## config.mk

```make
export PLATFORM = sky130hd
export DESIGN_NAME = multi_cycle_ctrl
export DESIGN_NICKNAME = d
export VERILOG_FILES = /design/src/rtl/multi_cycle_ctrl.sv
export SDC_FILE = /design/constraint.sdc
export NUM_CORES = 1
export LEC_CHECK = 0
export BUFFER_PORTS_ARGS = -buffer_cell sky130_fd_sc_hd__buf_2
export CAP_MARGIN = 20
export CORE_UTILIZATION = 35
export DETAILED_ROUTE_END_ITERATION = 7
export PLACE_DENSITY = 0.59
export SYNTH_ARGS = -nofsm -noshare
export SYNTH_HDL_FRONTEND = slang
export SYNTH_SLANG_ARGS = --single-unit
```

## constraint.sdc

```tcl
create_clock -name CLK -period 2.1 [get_ports CLK]
set_input_delay 0.105 -clock CLK [delete_from_list [all_inputs] [get_ports CLK]]
set_output_delay 0.105 -clock CLK [all_outputs]
set_load 0.1 [all_outputs]
```

## src/rtl/multi_cycle_ctrl.sv

```systemverilog
// ---------------------------------------------------------------------------
// multi_cycle_ctrl
//   Moore control FSM for a multi-cycle MIPS datapath. It sequences
//   FETCH / DECODE / EXECUTE / MEM / WRITEBACK and drives the datapath enables
//   and mux selects from the current state. It also counts retired
//   instructions.
//
//   The only input-dependent outputs are IRWrite and PCWrite in FETCH. Both
//   follow MemReady, so the instruction register and the PC update only on the
//   cycle in which the fetch actually completes.
//
// Optional feature (compile-time macro CTRL_ILLEGAL_TRAP_EN):
//   defined   : an illegal opcode seen in DECODE enters TRAP. TRAP raises
//               Illegal, holds every other control low and stays there until
//               RST. The trapping instruction is not counted as retired.
//   undefined : an illegal opcode is treated as a NOP. The FSM returns to FETCH
//               and counts the instruction as retired. TRAP is unreachable and
//               Illegal is tied low.
//
// Ports
//   CLK, RST        clock (rising edge) and synchronous active-high reset
//   Op, Funct       instruction fields (Funct is decoded by ALU control, not here)
//   Zero            ALU zero flag (qualifies PCWriteCond in the datapath)
//   MemReady        memory completes the current access this cycle
//   PCWrite, PCWriteCond, IorD, MemRead, MemWrite, IRWrite, RegDst, MemtoReg,
//   RegWrite, ALUSrcA, ALUSrcB[1:0], ALUOp[1:0], PCSource[1:0]
//                   datapath controls
//   State           current state encoding (debug)
//   RetCnt          retired-instruction counter, wraps modulo 2^RET_CNT_WIDTH
//   Illegal         illegal-opcode trap flag
// ---------------------------------------------------------------------------
module multi_cycle_ctrl #(
    parameter int RET_CNT_WIDTH = 32,
    parameter int STATE_WIDTH   = 4
) (
    input  logic                     CLK,
    input  logic                     RST,
    input  logic [5:0]               Op,
    input  logic [5:0]               Funct,
    input  logic                     Zero,
    input  logic                     MemReady,
    output logic                     PCWrite,
    output logic                     PCWriteCond,
    output logic                     IorD,
    output logic                     MemRead,
    output logic                     MemWrite,
    output logic                     IRWrite,
    output logic                     RegDst,
    output logic                     MemtoReg,
    output logic                     RegWrite,
    output logic                     ALUSrcA,
    output logic [1:0]               ALUSrcB,
    output logic [1:0]               ALUOp,
    output logic [1:0]               PCSource,
    output logic [STATE_WIDTH-1:0]   State,
    output logic [RET_CNT_WIDTH-1:0] RetCnt,
    output logic                     Illegal
);

    typedef enum logic [3:0] {
        S_FETCH  = 4'd0,
        S_DECODE = 4'd1,
        S_MEMADR = 4'd2,
        S_MEMRD  = 4'd3,
        S_MEMWB  = 4'd4,
        S_MEMWR  = 4'd5,
        S_EXEC   = 4'd6,
        S_RWB    = 4'd7,
        S_BRANCH = 4'd8,
        S_JUMP   = 4'd9,
        S_ADDIEX = 4'd10,
        S_ADDIWB = 4'd11,
        S_TRAP   = 4'd12
    } state_e;

    localparam logic [5:0] OP_RTYPE = 6'b000000;
    localparam logic [5:0] OP_LW    = 6'b100011;
    localparam logic [5:0] OP_SW    = 6'b101011;
    localparam logic [5:0] OP_BEQ   = 6'b000100;
    localparam logic [5:0] OP_J     = 6'b000010;
    localparam logic [5:0] OP_ADDI  = 6'b001000;

    state_e                   state_q, state_d;
    logic [RET_CNT_WIDTH-1:0] retcnt_q, retcnt_d;
    logic                     retire;

    // Funct is decoded by the ALU control, and Zero is consumed by the PC
    // write-enable logic. Neither one affects sequencing.
    logic unused_inputs;
    assign unused_inputs = ^{Funct, Zero};

    // ------------------------------------------------------------------
    // State and counter registers
    // ------------------------------------------------------------------
    always_ff @(posedge CLK) begin
        if (RST) begin
            state_q  <= S_FETCH;
            retcnt_q <= '0;
        end else begin
            state_q  <= state_d;
            retcnt_q <= retcnt_d;
        end
    end

    // ------------------------------------------------------------------
    // Next state and retirement
    //   An instruction retires on the transition that brings it back to
    //   FETCH. A branch retires whether or not it is taken.
    // ------------------------------------------------------------------
    always_comb begin
        state_d = state_q;
        retire  = 1'b0;
        unique case (state_q)
            S_FETCH: begin
                if (MemReady) state_d = S_DECODE;
            end
            S_DECODE: begin
                case (Op)
                    OP_RTYPE:      state_d = S_EXEC;
                    OP_LW, OP_SW:  state_d = S_MEMADR;
                    OP_BEQ:        state_d = S_BRANCH;
                    OP_J:          state_d = S_JUMP;
                    OP_ADDI:       state_d = S_ADDIEX;
                    default: begin
`ifdef CTRL_ILLEGAL_TRAP_EN
                        state_d = S_TRAP;
`else
                        // Unknown opcode behaves as a NOP and still retires.
                        state_d = S_FETCH;
                        retire  = 1'b1;
`endif
                    end
                endcase
            end
            S_MEMADR: state_d = (Op == OP_LW) ? S_MEMRD : S_MEMWR;
            S_MEMRD: begin
                if (MemReady) state_d = S_MEMWB;
            end
            S_MEMWB: begin
                state_d = S_FETCH;
                retire  = 1'b1;
            end
            S_MEMWR: begin
                if (MemReady) begin
                    state_d = S_FETCH;
                    retire  = 1'b1;
                end
            end
            S_EXEC:   state_d = S_RWB;
            S_RWB: begin
                state_d = S_FETCH;
                retire  = 1'b1;
            end
            S_BRANCH: begin
                state_d = S_FETCH;
                retire  = 1'b1;
            end
            S_JUMP: begin
                state_d = S_FETCH;
                retire  = 1'b1;
            end
            S_ADDIEX: state_d = S_ADDIWB;
            S_ADDIWB: begin
                state_d = S_FETCH;
                retire  = 1'b1;
            end
`ifdef CTRL_ILLEGAL_TRAP_EN
            S_TRAP:   state_d = S_TRAP;   // only RST leaves TRAP
`endif
            default:  state_d = S_FETCH;
        endcase
    end

    // The counter simply wraps modulo 2^RET_CNT_WIDTH.
    assign retcnt_d = retire ? retcnt_q + 1'b1 : retcnt_q;

    // ------------------------------------------------------------------
    // Control outputs, decoded from state (Moore). MemRead and MemWrite
    // depend only on state, so they stay steady across stall cycles.
    // ------------------------------------------------------------------
    always_comb begin
        PCWrite     = 1'b0;
        PCWriteCond = 1'b0;
        IorD        = 1'b0;
        MemRead     = 1'b0;
        MemWrite    = 1'b0;
        IRWrite     = 1'b0;
        RegDst      = 1'b0;
        MemtoReg    = 1'b0;
        RegWrite    = 1'b0;
        ALUSrcA     = 1'b0;
        ALUSrcB     = 2'd0;
        ALUOp       = 2'd0;
        PCSource    = 2'd0;
        unique case (state_q)
            S_FETCH: begin
                MemRead = 1'b1;
                ALUSrcB = 2'd1;
                IRWrite = MemReady;   // capture instruction and PC+4 together
                PCWrite = MemReady;
            end
            S_DECODE: ALUSrcB = 2'd3;   // precompute branch target
            S_MEMADR: begin
                ALUSrcA = 1'b1;
                ALUSrcB = 2'd2;
            end
            S_MEMRD: begin
                MemRead = 1'b1;
                IorD    = 1'b1;
            end
            S_MEMWB: begin
                RegWrite = 1'b1;
                MemtoReg = 1'b1;
            end
            S_MEMWR: begin
                MemWrite = 1'b1;
                IorD     = 1'b1;
            end
            S_EXEC: begin
                ALUSrcA = 1'b1;
                ALUOp   = 2'd2;
            end
            S_RWB: begin
                RegWrite = 1'b1;
                RegDst   = 1'b1;
            end
            S_BRANCH: begin
                ALUSrcA     = 1'b1;
                ALUOp       = 2'd1;
                PCWriteCond = 1'b1;
                PCSource    = 2'd1;
            end
            S_JUMP: begin
                PCWrite  = 1'b1;
                PCSource = 2'd2;
            end
            S_ADDIEX: begin
                ALUSrcA = 1'b1;
                ALUSrcB = 2'd2;
            end
            S_ADDIWB: RegWrite = 1'b1;
            default: ;
        endcase
    end

`ifdef CTRL_ILLEGAL_TRAP_EN
    assign Illegal = (state_q == S_TRAP);
`else
    assign Illegal = 1'b0;
`endif

    assign State  = STATE_WIDTH'(state_q);
    assign RetCnt = retcnt_q;

endmodule

```

==> flow_summary.yaml, run 1 <==
timing:
  worstMarginPinSlew_ns: 0.530
  fin_hold_ws_ns: 0.194
  final-max-slew-violation-count: 0
  setup_tns_ns: 0
  finalHoldViolations: 0
  final_period_minus_worst_setup_slack_ns: 1.99
  final.period_utilization_pct: 94.7
  timing.clock.skew_ns: 0.00891
  setup_viols_final: 0
  fmaxAchievable_mhz: 503
  rsz0062_at_grt: "false"
  slew_headroom_pct: 64.7
clocking:
  clock-root-buffer: "sky130_fd_sc_hd__clkbuf_8"
  cts_tree: "built"
  clk_transition_reported_paths_ns: 0.07
  numCtsBuffers: 5
  cts.path.max_buffers: 2
  clock_sinks: 36
  worstSkewPairLatency_ns: 0.29
  htree_num_levels: 2
layout:
  final_cell_mix: "sky130_fd_sc_hd__buf_2 (59), sky130_fd_sc_hd__a21oi_1 (29), sky130_fd_sc_hd__nand2_1 (23)"
  antenna_cells: 0
  layout.cells.most_common: "sky130_fd_sc_hd__buf_2"
  drive_gt1_share_pct: 38.9
  flow.area_growth_from_synthesis_pct: 33.9
  finalInstanceArea_mm2: 0.00299
  utilization_pct: 49.6
  final_net_count: 363
  fillers: 620
global_routing:
  grt_start_max_net_pins: 29
  grt_overflow_total: 0
  vias_in_the_first_global_route: 2068
  grt_antenna_before_repair: 0
  global_route.usage.met3_pct: 3.33
  globalRouteTotalUtil_pct: 18.1
  top_usage_layer: "met2"
  grt_util_met1_pct: 23.5
  groute.layer.met2.usage_pct: 30.0
  grt_pass1_wl_um: 9490
floorplan:
  std_cell_rows: 28
  fp.coreArea_mm2: 0.00603
  floorplan.initialDensity_pct: 37.0
  die_y_um: 81.8
  die_area_mm2: 0.00670
  num_io_pins: 69
  dieWidth_um: 81.8
drt:
  firstDrtPassIters: 4
  drtIter0Drc: 152
  route.final.wire_length_um: 5720
  route.vias.total: 2337
  drt.antenna.violating_nets: 0
  routed_via_density: 5.54
  detail_route.wl_per_cell_um: 13.6
  drc_errors: 0
setup_path:
  critical_path.slowest_cell: "sky130_fd_sc_hd__buf_2"
  critical_path_class: "flip-flop to output port"
  family_with_the_most_delay_on_the_worst_path: "buffers and inverters"
  worst_ep_arrival_time_ns: 1.88
  endpoint_kind: "output port"
  critical_path_peak_fanout: 16
  worstSetupStartpointType: "flip-flop"
  critical_path.max_stage_delay_ns: 0.41
  timing.critical_path.cells: "buf_4 -> inv_1 -> nand2_1 -> nor2_4 -> or2_4 -> buf_2"
  worstPathBufferInverterCount: 3
  critical_path_required_ns: 2.00
logic_synthesis:
  flops_latches_synth: 36
  post_synthesis_instance_area_mm2: 0.00223
  yosys.area.top_type_share_pct: 32.3
  synthDistinctLibCells: 49
  yosys.area.top_type: "sky130_fd_sc_hd__dfxtp_1"
  ys_warnings: 0
  synth_cells: 285
  synth_async_sr_flop_share_pct: 0
  ys_top_cells_by_area: "sky130_fd_sc_hd__dfxtp_1 (32%), sky130_fd_sc_hd__a21oi_1 (7.0%), sky130_fd_sc_hd__o31ai_1 (4.4%), sky130_fd_sc_hd__or4_1 (4.4%), sky130_fd_sc_hd__nand2_1 (4.0%)"
  synth_enable_flop_cells: 0
  synth.net_count: 302
  yosysSeqAreaShare_pct: 32.3
  postSynthAreaPerCell_um2: 7.83
  dominantRegCellSynth: "sky130_fd_sc_hd__dfxtp_1"
power_and_ir_drop:
  vdd_ir_drop_max_v: 0.000302
  powerDensity_mw_per_mm2: 464
  p_leak_nw: 1.12
placement:
  buffers_added_on_ports: 60
  hpwlAfterDp_um: 4160
  gp_congestion: 0.752
  detailed_place.area_mm2: 0.00289
run_status:
  outcome: "finished, final reports clean"
hold_path:
  min_path_type: "input pin to flip-flop"
flow_run:
  cap_violations: 0
==> final cells by class <==
class,count,area [um2],area share (%)
clock buffers,7,76.3,2.55
well taps,75,93.8,3.14
repair buffers,75,440,14.7
multi-input cells,222,1540,51.5
inverters,6,22.5,0.754
flip-flops and latches,36,807,27.0
clock inverters,1,8.76,0.293
==> synthesized netlist by cell type (all sizes together) (4+ instances only) <==
cell type and instances:
nor3 8, nand3 12, and4 4, or4 13
clkbuf 8, nor2 18, nor2b 8, dfxtp 36
mux2 6, and3 4, o21ai 14, nand2b 8
a21oi 32, inv 6, buf 13, o31ai 14
or3 10, nor4 5, nand2 24, nand4 7
==> logic make-up (layout without fill, tap and decap cells) <==
group,Yosys count,in the layout,synth area share [%]
fa+ha+maj,1,1,0.561
other cells,1,1,0.168
mux,6,6,3.03
buf+inv,27,89,6.06
simple gates,134,134,34.3
compound gates,77,77,22.4
xor+xnor,3,3,1.18
flops,36,36,32.3
==> registers in the layout, summed over array words and instances (netlist names) <==
name	cells
State	4
RetCnt	32
==> where the power goes <==
part / switching, W / internal, W
combinational: 0.000170 / 0.0000627
clock: 0.000246 / 0.000237
sequential: 0.00000676 / 0.000665
==> worst min-delay path, stage by stage <==
cell	delay, ns
sky130_fd_sc_hd__buf_2	0.14
sky130_fd_sc_hd__o32a_1	0.16
sky130_fd_sc_hd__nor2_1	0.04
==> routing by layer <==
| layer | wire [um] | share of wire, % |
|---|---|---|
| met2 | 2660 | 47 |
| met5 | 0 | 0 |
| met3 | 262 | 4.6 |
| met1 | 2750 | 48 |
| met4 | 47 | 0.82 |
==> final timing paths <==
kind | startpoint | end | slack (ns) | cells past startpoint
worst max-delay path | State[2] | PCWrite | 0.11 | 6
worst min-delay path | MemReady | State[2] | 0.19 | 3
worst max register to register | State[1] | RetCnt[18] | 0.16 | 6
worst min register to register | RetCnt[24] | RetCnt[24] | 0.49 | 2
==> what timing repair did <==
| action | 4_1_cts | 5_1_grt |
|---|---|---|
| setup endpoints to repair | 0 | 12 |
| gates resized for setup | 0 | 1 |
| hold buffers | 0 | 0 |
| buffers inserted | 0 | 1 |
==> metrics by stage <==
stage	setup slack [ns]	total power, W	cells
after floorplan	-0.226	0.000868	285
after global placement	0.104	0.000919	413
after detailed placement	0.110	0.000921	413
after CTS	0.0801	0.00141	421
after global routing	0.0419	0.00145	422
final	0.111	0.00139	422
Power figures use the tool's default switching activity.
==> run 2, diff against run 1 <==
Settings changed: RECOVER_POWER set to 50.
==> run 2 against run 1 <==
Effect of this change: hold slack worse by 0.0020 ns; count of clock-buffer cells in the layout did not move; first-iteration DRC count decreased by 3.9%; sequential power about the same; utilization is 0.69 points lower; sequential cell count stayed put; wire length is 0.94% higher; design area decreased by 1.4%; via count grew 0.26%; critical path type unchanged; sequential share of layout area rose by 0.38 points; clock power hardly changed; global-route usage unchanged.
==> flow_summary.yaml, run 2 (synthesized netlist as in run 1, its figures left out) <==
layout:
  largest_reg_flops: 32
  antenna_cells: 0
  finalInstanceArea_mm2: 0.00295
  seq_cell_area_um2: 807
  final_cell_mix: "sky130_fd_sc_hd__clkbuf_1 (35), sky130_fd_sc_hd__a21oi_1 (29), sky130_fd_sc_hd__nand2_1 (23)"
  utilization_pct: 48.9
  flow.area_growth_from_synthesis_pct: 32.1
  final_net_count: 363
  layoutNonFillerInstCount: 422
  fillers: 633
  multi_input_combinational_cell_area_mm2: 0.00154
  drive_gt1_share_pct: 29.4
  layout.cells.most_common: "sky130_fd_sc_hd__clkbuf_1"
timing:
  worstMarginPinSlew_ns: 1.19
  slew_headroom_pct: 21.1
  fin_hold_ws_ns: 0.193
  setup_tns_ns: 0
  setup_viols_final: 0
  final-max-slew-violation-count: 0
  final.period_utilization_pct: 94.6
  finalHoldViolations: 0
  final_period_minus_worst_setup_slack_ns: 1.99
  fmaxAchievable_mhz: 503
  rsz0062_at_grt: "false"
  timing.clock.skew_ns: 0.00915
setup_path:
  critical_path_class: "flip-flop to output port"
  critical_path.max_stage_delay_ns: 0.41
  worst_ep_arrival_time_ns: 1.88
  critical_path_required_ns: 2.00
  critical_path.slowest_cell: "sky130_fd_sc_hd__buf_2"
  endpoint_kind: "output port"
  critical_path_peak_fanout: 16
  timing.critical_path.cells: "buf_4 -> inv_1 -> nand2_1 -> nor2_4 -> or2_4 -> buf_2"
  worstSetupStartpointType: "flip-flop"
clocking:
  htree_num_levels: 2
  cts.path.max_buffers: 2
  clock_sinks: 36
  number_of_hold_repair_buffers_added_at_the_cts_stage: 0
  clock-root-buffer: "sky130_fd_sc_hd__clkbuf_8"
  numCtsBuffers: 5
  clk_transition_reported_paths_ns: 0.07
  worstSkewPairLatency_ns: 0.29
  cts_tree: "built"
run_status:
  outcome: "finished, final reports clean"
drt:
  drc_errors: 0
  drt.antenna.violating_nets: 0
  route.vias.total: 2343
  drtIter0Drc: 146
  routed_via_density: 5.55
  detail_route.wl_per_cell_um: 13.7
  route.final.wire_length_um: 5770
  firstDrtPassIters: 4
global_routing:
  grt_overflow_total: 0
  grt_antenna_before_repair: 0
  globalRouteTotalUtil_pct: 18.1
  vias_in_the_first_global_route: 2068
  grt_pass1_wl_um: 9490
  grt_start_max_net_pins: 29
power_and_ir_drop:
  p_leak_nw: 0.976
  powerDensity_mw_per_mm2: 470
  vdd_ir_drop_max_v: 0.000302
floorplan:
  fp.coreArea_mm2: 0.00603
  die_y_um: 81.8
  floorplan.initialDensity_pct: 37.0
  dieWidth_um: 81.8
  num_io_pins: 69
  die_area_mm2: 0.00670
  std_cell_rows: 28
placement:
  gp_congestion: 0.752
  detailed_place.area_mm2: 0.00289
  hpwlAfterDp_um: 4160
  placedCellCount: 413
  buffers_added_on_ports: 60
hold_path:
  min_path_type: "input pin to flip-flop"
flow_run:
  cap_violations: 0
-- run 2: changes by cell type in the layout (fill, tap and decap cells not counted) --
cell	delta
sky130_fd_sc_hd__clkbuf_2	+4
sky130_fd_sc_hd__clkbuf_1	+33
sky130_fd_sc_hd__buf_2	-37
-- run 2: power by group --
group	switching, W	internal [W]
registers	0.00000679	0.000665
logic	0.000171	0.0000618
clock network	0.000244	0.000237
-- run 2: area by class of cell --
type                            instances  area share [%]
Clock buffer                            7            2.59
Clock inverter                          1           0.297
Multi-Input combinational cell        222            52.2
Inverter                                6           0.764
Tap cell                               75            3.18
Timing Repair Buffer                   75            13.5
Sequential cell                        36            27.4
-- run 2: path summary, 6_finish.rpt --
| check | start | end | slack (ns) | cells past startpoint |
|---|---|---|---|---|
| worst max register to register | State[1] | RetCnt[18] | 0.15 | 6 |
| worst min-delay path | MemReady | State[2] | 0.19 | 3 |
| worst min register to register | RetCnt[26] | RetCnt[26] | 0.49 | 2 |
| worst max-delay path | State[2] | PCWrite | 0.11 | 6 |
-- run 2: routing by layer --
metal,vias up,track usage (%),part of all wire (%)
met4,0,5.79,0.81
met2,56,30.0,46
met5,-,0,0
li1,1193,-,-
met3,5,3.33,4.2
met1,1089,23.5,49
-- run 2: through the flow --
step	total power, W	worst slack, ns
after floorplan	0.000868	-0.226
after global placement	0.000919	0.104
after detailed placement	0.000921	0.110
after CTS	0.00141	0.0801
after global routing	0.00145	0.0407
final	0.00138	0.113
-- run 2: what timing repair did --
item,in CTS,in global routing
buffers inserted,0,1
gates resized for setup,0,1
endpoints found under the setup margin,0,12
-- run 2: critical path, delay by kind of cell, from the launching register on --
kind,cells,cell delay (ns)
simple gates,3,0.45
buf+inv,3,0.79
flops,1,0.36
==> run 3, diff against run 2 <==
Clock period 2.1 ns to 1.9 ns, I/O delays scaled along.
==> run 3 against run 2 <==
Effect of this change: die area unchanged; setup slack got worse by 0.076 ns; sequential share of layout area is 2.7 points lower; critical path depth is 2 lower; wire length increased by 2.2%; sequential cell count did not move; design area grew 13%; non-clock buffer count grew 26; hold slack better by 0.034 ns; via count rose by 4.9%; total power up 16%; critical path type unchanged; largest power group unchanged.
==> flow_summary.yaml, run 3 (synthesized netlist as in run 1, its figures left out) <==
run_status:
  outcome: "finished, final reports clean"
setup_path:
  critical_path_required_ns: 1.80
  critical_path.max_stage_delay_ns: 0.46
  ff2ff_path_depth: 7
  startpoint: "State[3]"
  worstPathBufferInverterCount: 2
  endpoint_kind: "output port"
  timing.critical_path.cells: "buf_4 -> nand2b_1 -> nor3_4 -> buf_2"
  rr_endpoint: "RetCnt[15]"
  critical_path.slowest_cell: "sky130_fd_sc_hd__buf_2"
  worst_reg_to_reg_setup_slack_ns: 0.05
  family_with_the_most_delay_on_the_worst_path: "buffers and inverters"
  critical_path_class: "flip-flop to output port"
  critical_path_depth: 4
  critical_path_peak_fanout: 15
  cp-endpoint: "ALUOp[0]"
  regToRegStartpoint: "State[0]"
  worstSetupStartpointType: "flip-flop"
  worst_ep_arrival_time_ns: 1.77
drt:
  drc_errors: 0
  route.final.wire_length_um: 5900
  drtIter0Drc: 83
  route.vias.total: 2458
  detail_route.wl_per_cell_um: 13.2
  firstDrtPassIters: 4
  drt.antenna.violating_nets: 0
  routed_via_density: 5.49
timing:
  rsz0062_at_grt: "true"
  worstMarginPinSlew_ns: 1.17
  final_period_minus_worst_setup_slack_ns: 1.86
  slew_headroom_pct: 22.2
  finalHoldViolations: 0
  timing.clock.skew_ns: 0.00925
  setup_tns_ns: 0
  final-max-slew-violation-count: 0
  fmaxAchievable_mhz: 537
  finalWorstSetupSlack_ns: 0.0372
  final.period_utilization_pct: 98.0
  setup_viols_final: 0
layout:
  final_net_count: 389
  antenna_cells: 0
  drive_gt1_share_pct: 43.7
  multi_input_combinational_cell_area_mm2: 0.00162
  layoutNonFillerInstCount: 448
  fillers: 611
  layout.cells.most_common: "sky130_fd_sc_hd__buf_4"
  final_cell_mix: "sky130_fd_sc_hd__buf_4 (36), sky130_fd_sc_hd__dfxtp_4 (25), sky130_fd_sc_hd__a21oi_1 (24)"
  largest_reg_flops: 32
  seq_cell_area_um2: 826
  flow.area_growth_from_synthesis_pct: 49.6
clocking:
  cts.path.max_buffers: 2
  clock_sinks: 36
  worstSkewPairLatency_ns: 0.29
  cts_tree: "built"
  clk_transition_reported_paths_ns: 0.06
  number_of_hold_repair_buffers_added_at_the_cts_stage: 0
  htree_num_levels: 2
  numCtsBuffers: 5
  clock-root-buffer: "sky130_fd_sc_hd__clkbuf_8"
hold_path:
  min_path_type: "input pin to flip-flop"
global_routing:
  grt_start_max_net_pins: 30
  grt_antenna_before_repair: 0
  grt_overflow_total: 0
  grt_pass1_wl_um: 9820
  vias_in_the_first_global_route: 2159
  globalRouteTotalUtil_pct: 18.8
floorplan:
  die_y_um: 81.8
  floorplan.initialDensity_pct: 37.0
  num_io_pins: 69
  std_cell_rows: 28
  fp.coreArea_mm2: 0.00603
  die_area_mm2: 0.00670
  dieWidth_um: 81.8
placement:
  buffers_added_on_ports: 60
  gp_congestion: 0.754
  placedCellCount: 438
  hpwlAfterDp_um: 4370
  preCtsSetupSlack_ns: -0.00396
power_and_ir_drop:
  vdd_ir_drop_max_v: 0.000400
  powerDensity_mw_per_mm2: 482
  p_leak_nw: 1.22
flow_run:
  cap_violations: 0
[run 3: cell types whose count changed in the layout (fill, tap and decap cells not counted), moves of 5 or more]
cell | before | now
sky130_fd_sc_hd__buf_4 | 14 | 36
sky130_fd_sc_hd__clkbuf_1 | 35 | 17
sky130_fd_sc_hd__a21oi_1 | 29 | 24
sky130_fd_sc_hd__clkbuf_2 | 4 | 14
sky130_fd_sc_hd__a21oi_2 | 1 | 6
sky130_fd_sc_hd__dfxtp_4 | 19 | 25
[run 3: report_power, final]
group	switching [W]	internal (W)	total [W]	leakage, nW
Clock	0.000261	0.000331	0.000592	0.0515
Combinational	0.000195	0.0000895	0.000285	0.852
Sequential	0.00000677	0.000727	0.000733	0.315
Total	0.000463	0.00115	0.00161	1.22
[run 3: how the worst min path moves through the flow]
stage	startpoint	endpoint	slack, ns	cells after the start
floorplan	MemReady	State[2]	0.28	2
global placement	RetCnt[26]	RetCnt[26]	0.47	2
detailed placement	RetCnt[24]	RetCnt[24]	0.49	2
CTS	MemReady	State[2]	0.21	3
global route	MemReady	State[2]	0.22	3
finish	Op[4]	State[3]	0.23	4
[run 3: area by class of cell]
class	instances	area share [%]
inverters	6	0.675
well taps	75	2.81
multi-input cells	222	48.4
flip-flops and latches	36	24.7
repair buffers	101	20.4
clock buffers	8	3.00
[run 3: repair_timing]
item                                    4_1_cts  5_1_grt
endpoints found under the setup margin        6       26
pin swaps                                     1        1
setup buffers                                 0        2
resized for setup                             2       18
hold endpoints to repair                      0        0
[run 3: tightest hold or removal path, stage by stage]
cell	delay [ns]
sky130_fd_sc_hd__buf_2	0.12
sky130_fd_sc_hd__or3_1	0.11
sky130_fd_sc_hd__o22a_1	0.11
sky130_fd_sc_hd__nor3_1	0.04
[run 3: stage by stage]
stage / hold slack, ns / cell area (um2) / total power, W / util [%]
final: 0.226 / 3340 / 0.00161 / 55.4
after global routing: 0.225 / 3340 / 0.00168 / 55.4
after global placement: 0.472 / 3160 / 0.00102 / 52.5
after CTS: 0.206 / 3270 / 0.00163 / 54.3
after detailed placement: 0.489 / 3160 / 0.00103 / 52.5
after floorplan: 0.283 / 2580 / 0.000952 / -
[run 3: layer usage]
metal  GRT usage, %  wire [um]  vias up
li1               -          -     1251
met1           25.6       2900     1148
met2           29.8       2690       52
met3           3.44        233        7
met4           6.32         74        0
met5              0          0        -
